## src/rtl/fc_pkg.sv

```systemverilog
// rtl/fc_pkg.sv - shared types and helpers for the FC result classifier
// Purpose: FSM state encoding, class-index width helper and saturation bounds
//          used by fc_result_classifier, its interface and fc_requant_sat.
// Ports: none (package).
package fc_pkg;

    typedef enum logic [1:0] {
        IDLE = 2'd0,
        SCAN = 2'd1,
        DONE = 2'd2
    } fc_state_t;

    // Width of the class index; a single class bit is kept even for two classes.
    function automatic int fc_cw(input int num_classes);
        return (num_classes <= 2) ? 1 : $clog2(num_classes);
    endfunction

    // Largest signed value representable in bitwidth bits.
    function automatic int fc_sat_max(input int bitwidth);
        return (1 << (bitwidth - 1)) - 1;
    endfunction

    // Smallest signed value representable in bitwidth bits.
    function automatic int fc_sat_min(input int bitwidth);
        return -(1 << (bitwidth - 1));
    endfunction

endpackage

```

## src/rtl/fc_result_classifier_if.sv

```systemverilog
// rtl/fc_result_classifier_if.sv - input/output handshake bundle of the classifier
// Purpose: groups the result capture handshake and the classification output.
// Ports (signals):
//   in_valid/in_ready/in_result          packed signed 2*BITWIDTH results in
//   out_valid/out_ready                  classification handshake
//   out_class/out_score/out_act          argmax index, max score, requantized vector
// Modports: master = producer/consumer side, slave = classifier side.
interface fc_result_classifier_if #(
    parameter int BITWIDTH    = 8,
    parameter int NUM_CLASSES = 2
);
    import fc_pkg::*;

    localparam int CW = fc_cw(NUM_CLASSES);

    logic                              in_valid;
    logic                              in_ready;
    logic [2*BITWIDTH*NUM_CLASSES-1:0] in_result;
    logic                              out_valid;
    logic                              out_ready;
    logic [CW-1:0]                     out_class;
    logic [BITWIDTH-1:0]               out_score;
    logic [BITWIDTH*NUM_CLASSES-1:0]   out_act;

    modport master (
        output in_valid,
        output in_result,
        input  in_ready,
        input  out_valid,
        output out_ready,
        input  out_class,
        input  out_score,
        input  out_act
    );

    modport slave (
        input  in_valid,
        input  in_result,
        output in_ready,
        output out_valid,
        input  out_ready,
        output out_class,
        output out_score,
        output out_act
    );

endinterface

```

## src/rtl/fc_requant_sat.sv

```systemverilog
// rtl/fc_requant_sat.sv - requantize one FC result: shift, saturate, optional ReLU
// Purpose: arithmetic right shift by SHIFT at full 2*BITWIDTH width, then
//          saturate to signed BITWIDTH. With FC_CLASSIFIER_RELU_EN defined the
//          result is additionally clamped to a minimum of 0.
// Ports:
//   din   in   2*BITWIDTH  signed FC result
//   dout  out  BITWIDTH    signed requantized value
module fc_requant_sat
    import fc_pkg::*;
#(
    parameter int BITWIDTH = 8,
    parameter int SHIFT    = 4
) (
    input  logic signed [2*BITWIDTH-1:0] din,
    output logic signed [BITWIDTH-1:0]   dout
);

    localparam int EW = 2 * BITWIDTH;
    localparam logic signed [EW-1:0] MAXV = EW'(fc_sat_max(BITWIDTH));
    localparam logic signed [EW-1:0] MINV = EW'(fc_sat_min(BITWIDTH));

    logic signed [EW-1:0] shifted;

    assign shifted = din >>> SHIFT;

    always_comb begin
        dout = shifted[BITWIDTH-1:0];
        if (shifted > MAXV) begin
            dout = MAXV[BITWIDTH-1:0];
        end else if (shifted < MINV) begin
            dout = MINV[BITWIDTH-1:0];
        end
`ifdef FC_CLASSIFIER_RELU_EN
        if (dout[BITWIDTH-1]) begin
            dout = '0;
        end
`else
`endif
    end

endmodule

```

## src/rtl/fc_result_classifier.sv

```systemverilog
// rtl/fc_result_classifier.sv - FC layer output requantizer and argmax classifier
// Purpose: captures a packed vector of NUM_CLASSES signed 2*BITWIDTH results,
//          requantizes one element per cycle and tracks the argmax, then holds
//          class, score and requantized vector until the consumer accepts.
//          Optional ReLU clamp: define FC_CLASSIFIER_RELU_EN.
// Ports:
//   clk    in   clock, rising edge
//   rst_n  in   asynchronous active-low reset
//   bus    slave modport of fc_result_classifier_if (in_*/out_* handshakes)
module fc_result_classifier
    import fc_pkg::*;
#(
    parameter int BITWIDTH    = 8,
    parameter int NUM_CLASSES = 2,
    parameter int SHIFT       = 4
) (
    input  logic                   clk,
    input  logic                   rst_n,
    fc_result_classifier_if.slave  bus
);

    localparam int EW = 2 * BITWIDTH;
    localparam int CW = fc_cw(NUM_CLASSES);
    localparam logic [CW-1:0] LAST_IDX = CW'(NUM_CLASSES - 1);

    fc_state_t state, state_next;

    logic [CW-1:0]                   idx;
    logic [EW*NUM_CLASSES-1:0]       cap;
    logic signed [EW-1:0]            elem;
    logic signed [BITWIDTH-1:0]      q;
    logic signed [BITWIDTH-1:0]      score;
    logic [CW-1:0]                   cls;
    logic [BITWIDTH*NUM_CLASSES-1:0] act;
    logic                            accept;
    logic                            is_last;

    assign elem    = cap[idx*EW +: EW];
    assign is_last = (idx == LAST_IDX);

    fc_requant_sat #(
        .BITWIDTH (BITWIDTH),
        .SHIFT    (SHIFT)
    ) u_requant (
        .din  (elem),
        .dout (q)
    );

    always_ff @(posedge clk or negedge rst_n) begin
        if (!rst_n) begin
            state <= IDLE;
        end else begin
            state <= state_next;
        end
    end

    always_comb begin
        state_next   = state;
        bus.in_ready = 1'b0;
        accept       = 1'b0;
        case (state)
            IDLE: begin
                bus.in_ready = 1'b1;
                if (bus.in_valid) begin
                    accept     = 1'b1;
                    state_next = SCAN;
                end
            end
            SCAN: begin
                if (is_last) begin
                    state_next = DONE;
                end
            end
            DONE: begin
                // in_ready stays low here so an output handshake never
                // overlaps with a new capture.
                if (bus.out_ready) begin
                    state_next = IDLE;
                end
            end
            default: begin
                state_next = IDLE;
            end
        endcase
    end

    always_ff @(posedge clk or negedge rst_n) begin
        if (!rst_n) begin
            cap   <= '0;
            idx   <= '0;
            score <= '0;
            cls   <= '0;
            act   <= '0;
        end else begin
            if (accept) begin
                cap <= bus.in_result;
                idx <= '0;
            end
            if (state == SCAN) begin
                act[idx*BITWIDTH +: BITWIDTH] <= q;
                // Strictly-greater update keeps the lowest index on ties.
                if ((idx == '0) || (q > score)) begin
                    score <= q;
                    cls   <= idx;
                end
                if (!is_last) begin
                    idx <= idx + 1'b1;
                end
            end
        end
    end

    // Outputs come straight from registers; DONE is itself a registered state.
    assign bus.out_valid = (state == DONE);
    assign bus.out_class = cls;
    assign bus.out_score = score;
    assign bus.out_act   = act;

endmodule

```

## src/flat_wrapper.sv

```systemverilog
// flat-port wrapper written by rule: the top's interface ports become plain ports
module fc_result_classifier_flat import fc_pkg::*;
#(
    parameter int BITWIDTH    = 8,
    parameter int NUM_CLASSES = 2,
    parameter int SHIFT       = 4
)
  (clk, rst_n, bus_in_valid, bus_in_result, bus_in_ready, bus_out_valid, bus_out_ready, bus_out_class, bus_out_score, bus_out_act);
  fc_result_classifier_if #(.BITWIDTH(BITWIDTH), .NUM_CLASSES(NUM_CLASSES)) bus_i ();
  input  logic clk;
  input  logic rst_n;
  input wire logic [$bits(bus_i.in_valid)-1:0] bus_in_valid;
  input wire logic [$bits(bus_i.in_result)-1:0] bus_in_result;
  output wire logic [$bits(bus_i.in_ready)-1:0] bus_in_ready;
  output wire logic [$bits(bus_i.out_valid)-1:0] bus_out_valid;
  input wire logic [$bits(bus_i.out_ready)-1:0] bus_out_ready;
  output wire logic [$bits(bus_i.out_class)-1:0] bus_out_class;
  output wire logic [$bits(bus_i.out_score)-1:0] bus_out_score;
  output wire logic [$bits(bus_i.out_act)-1:0] bus_out_act;
  assign bus_i.in_valid = bus_in_valid;
  assign bus_i.in_result = bus_in_result;
  assign bus_in_ready = bus_i.in_ready;
  assign bus_out_valid = bus_i.out_valid;
  assign bus_i.out_ready = bus_out_ready;
  assign bus_out_class = bus_i.out_class;
  assign bus_out_score = bus_i.out_score;
  assign bus_out_act = bus_i.out_act;
  fc_result_classifier #(.BITWIDTH(BITWIDTH), .NUM_CLASSES(NUM_CLASSES), .SHIFT(SHIFT)) u_core (.clk(clk), .rst_n(rst_n), .bus(bus_i));
endmodule
```

## config.mk

```make
export PLATFORM = sky130hd
export DESIGN_NAME = fc_result_classifier_flat
export DESIGN_NICKNAME = d
export VERILOG_FILES = /design/src/rtl/fc_pkg.sv /design/src/rtl/fc_result_classifier_if.sv /design/src/rtl/fc_requant_sat.sv /design/src/rtl/fc_result_classifier.sv /design/src/flat_wrapper.sv
export SDC_FILE = /design/constraint.sdc
export NUM_CORES = 1
export LEC_CHECK = 0
export ABC_AREA = 0
export BUFFER_PORTS_ARGS = -buffer_cell sky130_fd_sc_hd__buf_2
export CELL_PAD_IN_SITES_DETAIL_PLACEMENT = 0
export CELL_PAD_IN_SITES_GLOBAL_PLACEMENT = 1
export CORE_MARGIN = 2
export CORE_UTILIZATION = 39
export CTS_BUF_LIST = sky130_fd_sc_hd__clkbuf_8
export CTS_CLUSTER_DIAMETER = 80
export DETAILED_ROUTE_END_ITERATION = 10
export GPL_TIMING_DRIVEN = 0
export PLACE_DENSITY_LB_ADDON = 0.15
export SLEW_MARGIN = 10
export SYNTH_ARGS = -nofsm -noshare
export SYNTH_HDL_FRONTEND = slang
export SYNTH_SLANG_ARGS = --single-unit
```

## constraint.sdc

```tcl
create_clock -name clk -period 3.1 [get_ports clk]
set_input_delay 0.155 -clock clk [delete_from_list [all_inputs] [get_ports clk]]
set_output_delay 0.155 -clock clk [all_outputs]
set_load 0.01 [all_outputs]
```

==> flow_summary.yaml, run 1 <==
run_status:
  status: "complete, but fails checks"
  violations: "setup timing"
logic_synthesis:
  syn_area_per_cell_sq_um: 12.22
  synth_top_area_share: 0.5353
  ys_seq_elements: 52
  ys_types: 36
  yosys.area.top_type: "dfrtp_1"
  synthesis.nets: 243
  ys_warn_count: 0
  synth_top_cells_by_area: "dfrtp_1 54%, mux2_1 13%, mux2i_1 5.8%, ha_1 4.1%, a21o_1 2.5%"
  syn-instance-count: 199
  ys_seq_area_frac: 0.5353
  syn_area_sq_um: 2431
grt:
  track_usage: 0.1563
  antenna_found_initial: 0
  grt_max_degree: 53
  grt_overflow: 0
  first_global_vias: 1681
  grt_pass1_wl_mm: 8.631
cts:
  cts_inserted_buffers: 5
  cts_sinks: 52
  h-tree-depth: 2
  insertion_delay_ns: 0.30
  clockBufferDepth: 2
  cts_root_buf: "clkbuf_8"
  cts.reportedPaths.clkPinSlew_ns: 0.08
  cts_tree: "done"
worst_setup_path:
  r2r_setup_slack_ns: -0.03
  critPathLaunchType: "flop"
  crit_type: "reg2reg"
  cp-end-kind: "flop"
  cp_max_fo: 6
  rr_endpoint: "u_core.bus.out_score[7]$_DFFE_PN0P_"
  crit_required_ns: 3.29
  cp_data_arrival_time_ns: 3.31
  r2r-start: "u_core.idx$_DFF_PN0_"
  reg2reg_depth: 11
pwr:
  vdd_drop_max_v: 0.0004785
  power_leakage_uw: 0.001502
  power_density_nw_per_um2: 1228
  power.total_uw: 3692
routing:
  postRouteAntennaNets: 0
  drc: 0
  post_drt_via_cell_ratio: 4.826
  dr.pass1.iters: 4
  drt_iter0_markers: 54
  num_vias: 1665
  wl_per_cell_um: 14.33
  wirelength_mm: 4.944
die:
  rows: 28
  pin_count: 63
  start_util: 0.4082
  die_x_um: 82.95
  fp.coreArea_sq_um: 5956
  die_h_um: 82.95
  die-area_sq_um: 6881
sta:
  worst_pin_slew_ns: 0.8348
  setup_viol: 4
  timing.final.ws_setup_ns: -0.02526
  finalCritPeriodShare: 1.008
  fin_skew_ns: 0.002226
  grt_setup_unrepaired: "true"
  final_hold_viol_count: 0
  slew_headroom: 0.4414
  fin_crit_ns: 3.125
  drv_slew: 0
  fmax_mhz: 320.0
cells_and_area:
  drive_above_1_share: 0.3407
  fin_nets: 314
  layout_commonest_cell: "buf_2"
  n_antenna_cell: 0
  finish.utilization: 0.5048
  design_area_sq_um: 3007
  area_growth_syn_to_layout_pct: 23.67
  final_cells: 345
  final_cell_mix: "56 x buf_2, 52 x dfrtp_1, 27 x mux2_1"
place:
  post_dp_cell_area_sq_um: 2825
  portBuffers: 54
  dp.cells: 328
  dp_hpwl_mm: 3.592
  place_congestion: 0.7009
worst_hold_path:
  hold_class: "in2reg"
  whs_endpoint: "u_core.state[1]$_DFFE_PN0P_"
  min_path_cells: 2
  min_from: "bus_out_ready"
job:
  drv_cap: 0
[Yosys cell counts]
cell type  count
o211ai_1       1
nand2_1        7
or4_1          1
nand3_1        1
a21oi_1       10
nand2b_1       2
mux2_1        27
nor2_1        11
nor2_2         1
clkbuf_1       3
o21a_1         4
or4b_1         1
ha_1           8
a22oi_1        1
nand3b_1       1
a21o_1         8
a31oi_4        1
and2_1         1
mux2_2         1
o22ai_2        1
inv_2          3
a21oi_2        1
buf_2          4
and4_1         1
mux2i_1       14
dfrtp_1       52
mux2_4         1
o21a_2         2
o21ai_0        1
nor2b_1        2
nand4_1        2
o21ai_1        8
inv_1         14
nand3_2        1
a2111oi_4      1
and4b_1        1
[layer usage]
layer  up-vias  share of wire  wire [um]  track usage
li1        839              -          -            -
met1       783           0.48       2382       0.2135
met2        37           0.45       2248       0.2493
met3         6          0.051        251      0.03678
met4         0          0.012         61      0.04471
met5         -              0          0            0
[through the flow]
stage	hold WS [ns]	setup TNS, ns	setup WS, ns
global placement	0.3369	-1.642	-0.3416
global route	0.01901	-1.159	-0.1766
detailed placement	0.3471	-1.543	-0.3218
finish	0.02155	-0.03381	-0.02526
floorplan	-0.1406	-0.01836	-0.01836
CTS	0.01423	-0.3919	-0.07439
[worst max-delay path by stage]
stage / from / end / slack [ns] / depth (start not counted)
after CTS: u_core.cap[28]$_DFFE_PN0P_ / u_core.bus.out_score[7]$_DFFE_PN0P_ / -0.07 / 11
final: u_core.idx$_DFF_PN0_ / u_core.bus.out_score[7]$_DFFE_PN0P_ / -0.03 / 11
after global placement: u_core.idx$_DFF_PN0_ / u_core.bus.out_score[7]$_DFFE_PN0P_ / -0.34 / 10
after floorplan: u_core.cap[28]$_DFFE_PN0P_ / u_core.bus.out_score[7]$_DFFE_PN0P_ / -0.02 / 11
after detailed placement: u_core.idx$_DFF_PN0_ / u_core.bus.out_score[7]$_DFFE_PN0P_ / -0.32 / 11
after global routing: u_core.idx$_DFF_PN0_ / u_core.bus.out_score[4]$_DFFE_PN0P_ / -0.18 / 13
[cell type report]
cell class | count | area (sq um)
well taps | 75 | 93.84
plain buffers | 7 | 37.54
clock inverters | 2 | 8.758
repair buffers | 64 | 362.8
clock buffers | 5 | 68.82
fillers | 589 | 2949
multi-input cells | 123 | 1070
inverters | 17 | 63.81
flip-flops and latches | 52 | 1301
[worst max-delay path: stages, from the launching register on]
cell and delay [ns]:
dfrtp_1 0.35, buf_6 0.12, or4b_4 0.47, o22ai_4 0.22, a21o_1 0.14, o21a_2 0.18, inv_1 0.05, ha_1 0.32
a2111oi_4 0.41, nand3_2 0.15, a31oi_4 0.29, mux2_4 0.32
[power breakdown]
group	leakage, uW	internal (uW)	switching (uW)
Clock	0.0000452	151	202
Sequential	0.000611	1030	193
Combinational	0.000846	1030	1090
Total	0.00150	2210	1490
[timing repair]
action                                 CTS  global route
buffers inserted                         7             2
setup endpoints to repair                8             9
pin swaps                                6             5
gates resized for setup                  3             1
hold buffers                             0             1
endpoints found under the hold margin    0            52
[cells by family after synthesis]
group	count (synthesis)	synth area share
flops	52	0.5353
mux	43	0.1935
buf+inv	24	0.03911
fa+ha+maj	8	0.04118
compound gates	39	0.1184
simple gates	33	0.07257
[registers in the layout, indices dropped and copies added (netlist names)]
signal and cells:
u_core.bus.out_score 8, u_core.state 2, u_core.idx 1, u_core.bus.out_class 1, u_core.bus.out_act 16, u_core.cap 24
(Power assumes the default switching activity.)
==> run 2, diff against run 1 <==
- CELL_PAD_IN_SITES_DETAIL_PLACEMENT: 0 -> 1
- CELL_PAD_IN_SITES_GLOBAL_PLACEMENT: 1 -> 2
- CORE_UTILIZATION: 39 -> 35
- clock period: 3.1 -> 3.05 ns (I/O delays scaled with it)
==> run 2 against run 1 <==
Against the previous run:
- global-route usage decreased by 0.97 points
- total power increased by 3.5%
- sequential share of layout area decreased by 0.34 points
- sequential power about the same
- hold slack got worse by 0.0071 ns
- clock skew increased by 0.0035 ns
- count of clock-buffer cells in the layout increased by 1
- via count increased by 4.7%
- flip-flop and latch count unchanged
- critical path type unchanged
- register-to-register slack got worse by 0.05 ns
- the flow still finishes with violations (setup timing)
==> flow_summary.yaml, run 2 (synthesis results as in run 1) <==
run_status:
  status: "complete, but fails checks"
  violations: "setup timing"
sta:
  setup_viol: 9
  worst_pin_slew_ns: 0.7360
  drv_slew: 0
  fmax_mhz: 320.3
  timing.final.ws_setup_ns: -0.07189
  slew_headroom: 0.5075
  final_hold_viol_count: 0
  fin_crit_ns: 3.122
  fin_setup_tns_ns: -0.3611
  grt_setup_unrepaired: "true"
  finalCritPeriodShare: 1.024
  fin_skew_ns: 0.005683
place:
  dp.cells: 333
  place_congestion: 0.6705
  post_dp_cell_area_sq_um: 2831
  portBuffers: 54
  dp_hpwl_mm: 3.857
grt:
  grtUsageMet3: 0.03318
  grt_pass1_wl_mm: 8.652
  track_usage: 0.1466
  first_global_vias: 1728
  grtUsageMet2: 0.2273
  grt_max_degree: 53
  antenna_found_initial: 0
  top_usage_layer: "met2"
  grt_overflow: 0
  met1_usage: 0.2072
cells_and_area:
  final_cell_mix: "56 x buf_2, 52 x dfrtp_1, 27 x mux2_1"
  n_antenna_cell: 0
  drive_above_1_share: 0.3519
  top_register: "u_core.cap"
  largest_reg_flops: 24
  layout_commonest_cell: "buf_2"
  final_cells: 350
  area_growth_syn_to_layout_pct: 24.65
  design_area_sq_um: 3030
  fillers: 755
  fin_nets: 313
pwr:
  p_switching_uw: 1541
  power_density_nw_per_um2: 1262
  sw_frac_of_total: 0.4031
  p_clk_frac: 0.108
  combinationalPowerShare: 0.567
  vdd_drop_max_v: 0.0003583
  seq_power_share: 0.326
  power_leakage_uw: 0.001498
  p_int_uw: 2282
  power.total_uw: 3823
worst_setup_path:
  critPathLaunchType: "flop"
  crit_required_ns: 3.25
  cp_max_fo: 8
  cp_data_arrival_time_ns: 3.32
  crit_type: "reg2reg"
  cp-end-kind: "flop"
cts:
  cts_tree: "done"
  cts.reportedPaths.clkPinSlew_ns: 0.09
  h-tree-depth: 2
  clockBufferDepth: 2
  cts_root_buf: "clkbuf_8"
  insertion_delay_ns: 0.31
  cts_inserted_buffers: 5
  cts_sinks: 52
routing:
  drc: 0
  dr.pass1.iters: 4
  post_drt_via_cell_ratio: 4.980
  drt_iter0_markers: 70
  wl_per_cell_um: 14.88
  num_vias: 1743
  wirelength_mm: 5.207
  postRouteAntennaNets: 0
die:
  rows: 30
  fp.coreArea_sq_um: 6756
  die-area_sq_um: 7628
  start_util: 0.3598
  die_h_um: 87.34
  pin_count: 63
  die_x_um: 87.34
worst_hold_path:
  hold_class: "in2reg"
job:
  drv_cap: 0
run 2: what timing repair did:
| action | in CTS | in global routing |
|---|---|---|
| setup endpoints to repair | 9 | 9 |
| resized for setup | 4 | 4 |
| buffers inserted | 6 | 2 |
| pin swaps | 7 | 4 |
| endpoints found under the hold margin | 0 | 52 |
| hold buffers | 0 | 1 |
run 2: metal layers:
layer,vias to the layer above,wire length (um)
met5,-,0
met4,0,61
met3,6,190
met2,34,2508
met1,873,2447
li1,830,-
run 2: layout make-up:
cell class | count | area (sq um) | share of cell area
tap | 80 | 100.1 | 0.03303
timing repair buffer | 63 | 350.3 | 0.1156
multi-input combinational | 123 | 1085 | 0.3580
clock inverter | 2 | 10.01 | 0.003303
buffer | 7 | 37.54 | 0.01239
inverter | 17 | 63.81 | 0.02106
clock buffer | 6 | 82.58 | 0.02725
sequential | 52 | 1301 | 0.4294
run 2: worst max-delay path, cell delays in order (launching register included):
cell	delay, ns
dfrtp_1	0.35
buf_6	0.13
or4b_4	0.47
o22ai_4	0.20
a21o_1	0.14
o21a_1	0.18
inv_1	0.06
ha_2	0.16
a21o_1	0.20
a2111oi_4	0.36
nand3_2	0.16
a31oi_4	0.28
mux2_4	0.32
run 2: power groups by stage:
stage	Sequential (uW)	Combinational [uW]	Clock, uW
after floorplan	1300	1380	0
after global routing	1290	2440	451
after detailed placement	1270	1980	0
final	1240	2170	412
after global placement	1260	1950	0
after CTS	1250	2120	426
run 2: path summary, 6_finish.rpt:
check / slack [ns] / endpoint / from / cells past startpoint
max in group asynchronous: 2.19 / u_core.bus.out_act[1]$_DFFE_PN0P_ / rst_n / 2
hold / removal: 0.01 / u_core.state[1]$_DFFE_PN0P_ / bus_out_ready / 2
min in group asynchronous: 0.42 / u_core.bus.out_act[4]$_DFFE_PN0P_ / rst_n / 2
hold reg to reg: 0.50 / u_core.cap[23]$_DFFE_PN0P_ / u_core.cap[23]$_DFFE_PN0P_ / 1
setup / recovery: -0.07 / u_core.bus.out_score[7]$_DFFE_PN0P_ / u_core.idx$_DFF_PN0_ / 12
setup reg to reg: -0.07 / u_core.bus.out_score[7]$_DFFE_PN0P_ / u_core.idx$_DFF_PN0_ / 12
run 2: per-stage QoR:
stage                 util  setup WS (ns)  hold slack [ns]
finish              0.4485       -0.07189          0.01446
detailed placement  0.4191        -0.3831           0.3492
floorplan                -       -0.06836          -0.1431
global placement    0.4191        -0.3843           0.3340
global route        0.4485        -0.2711         0.007206
CTS                 0.4417        -0.1060         0.007352
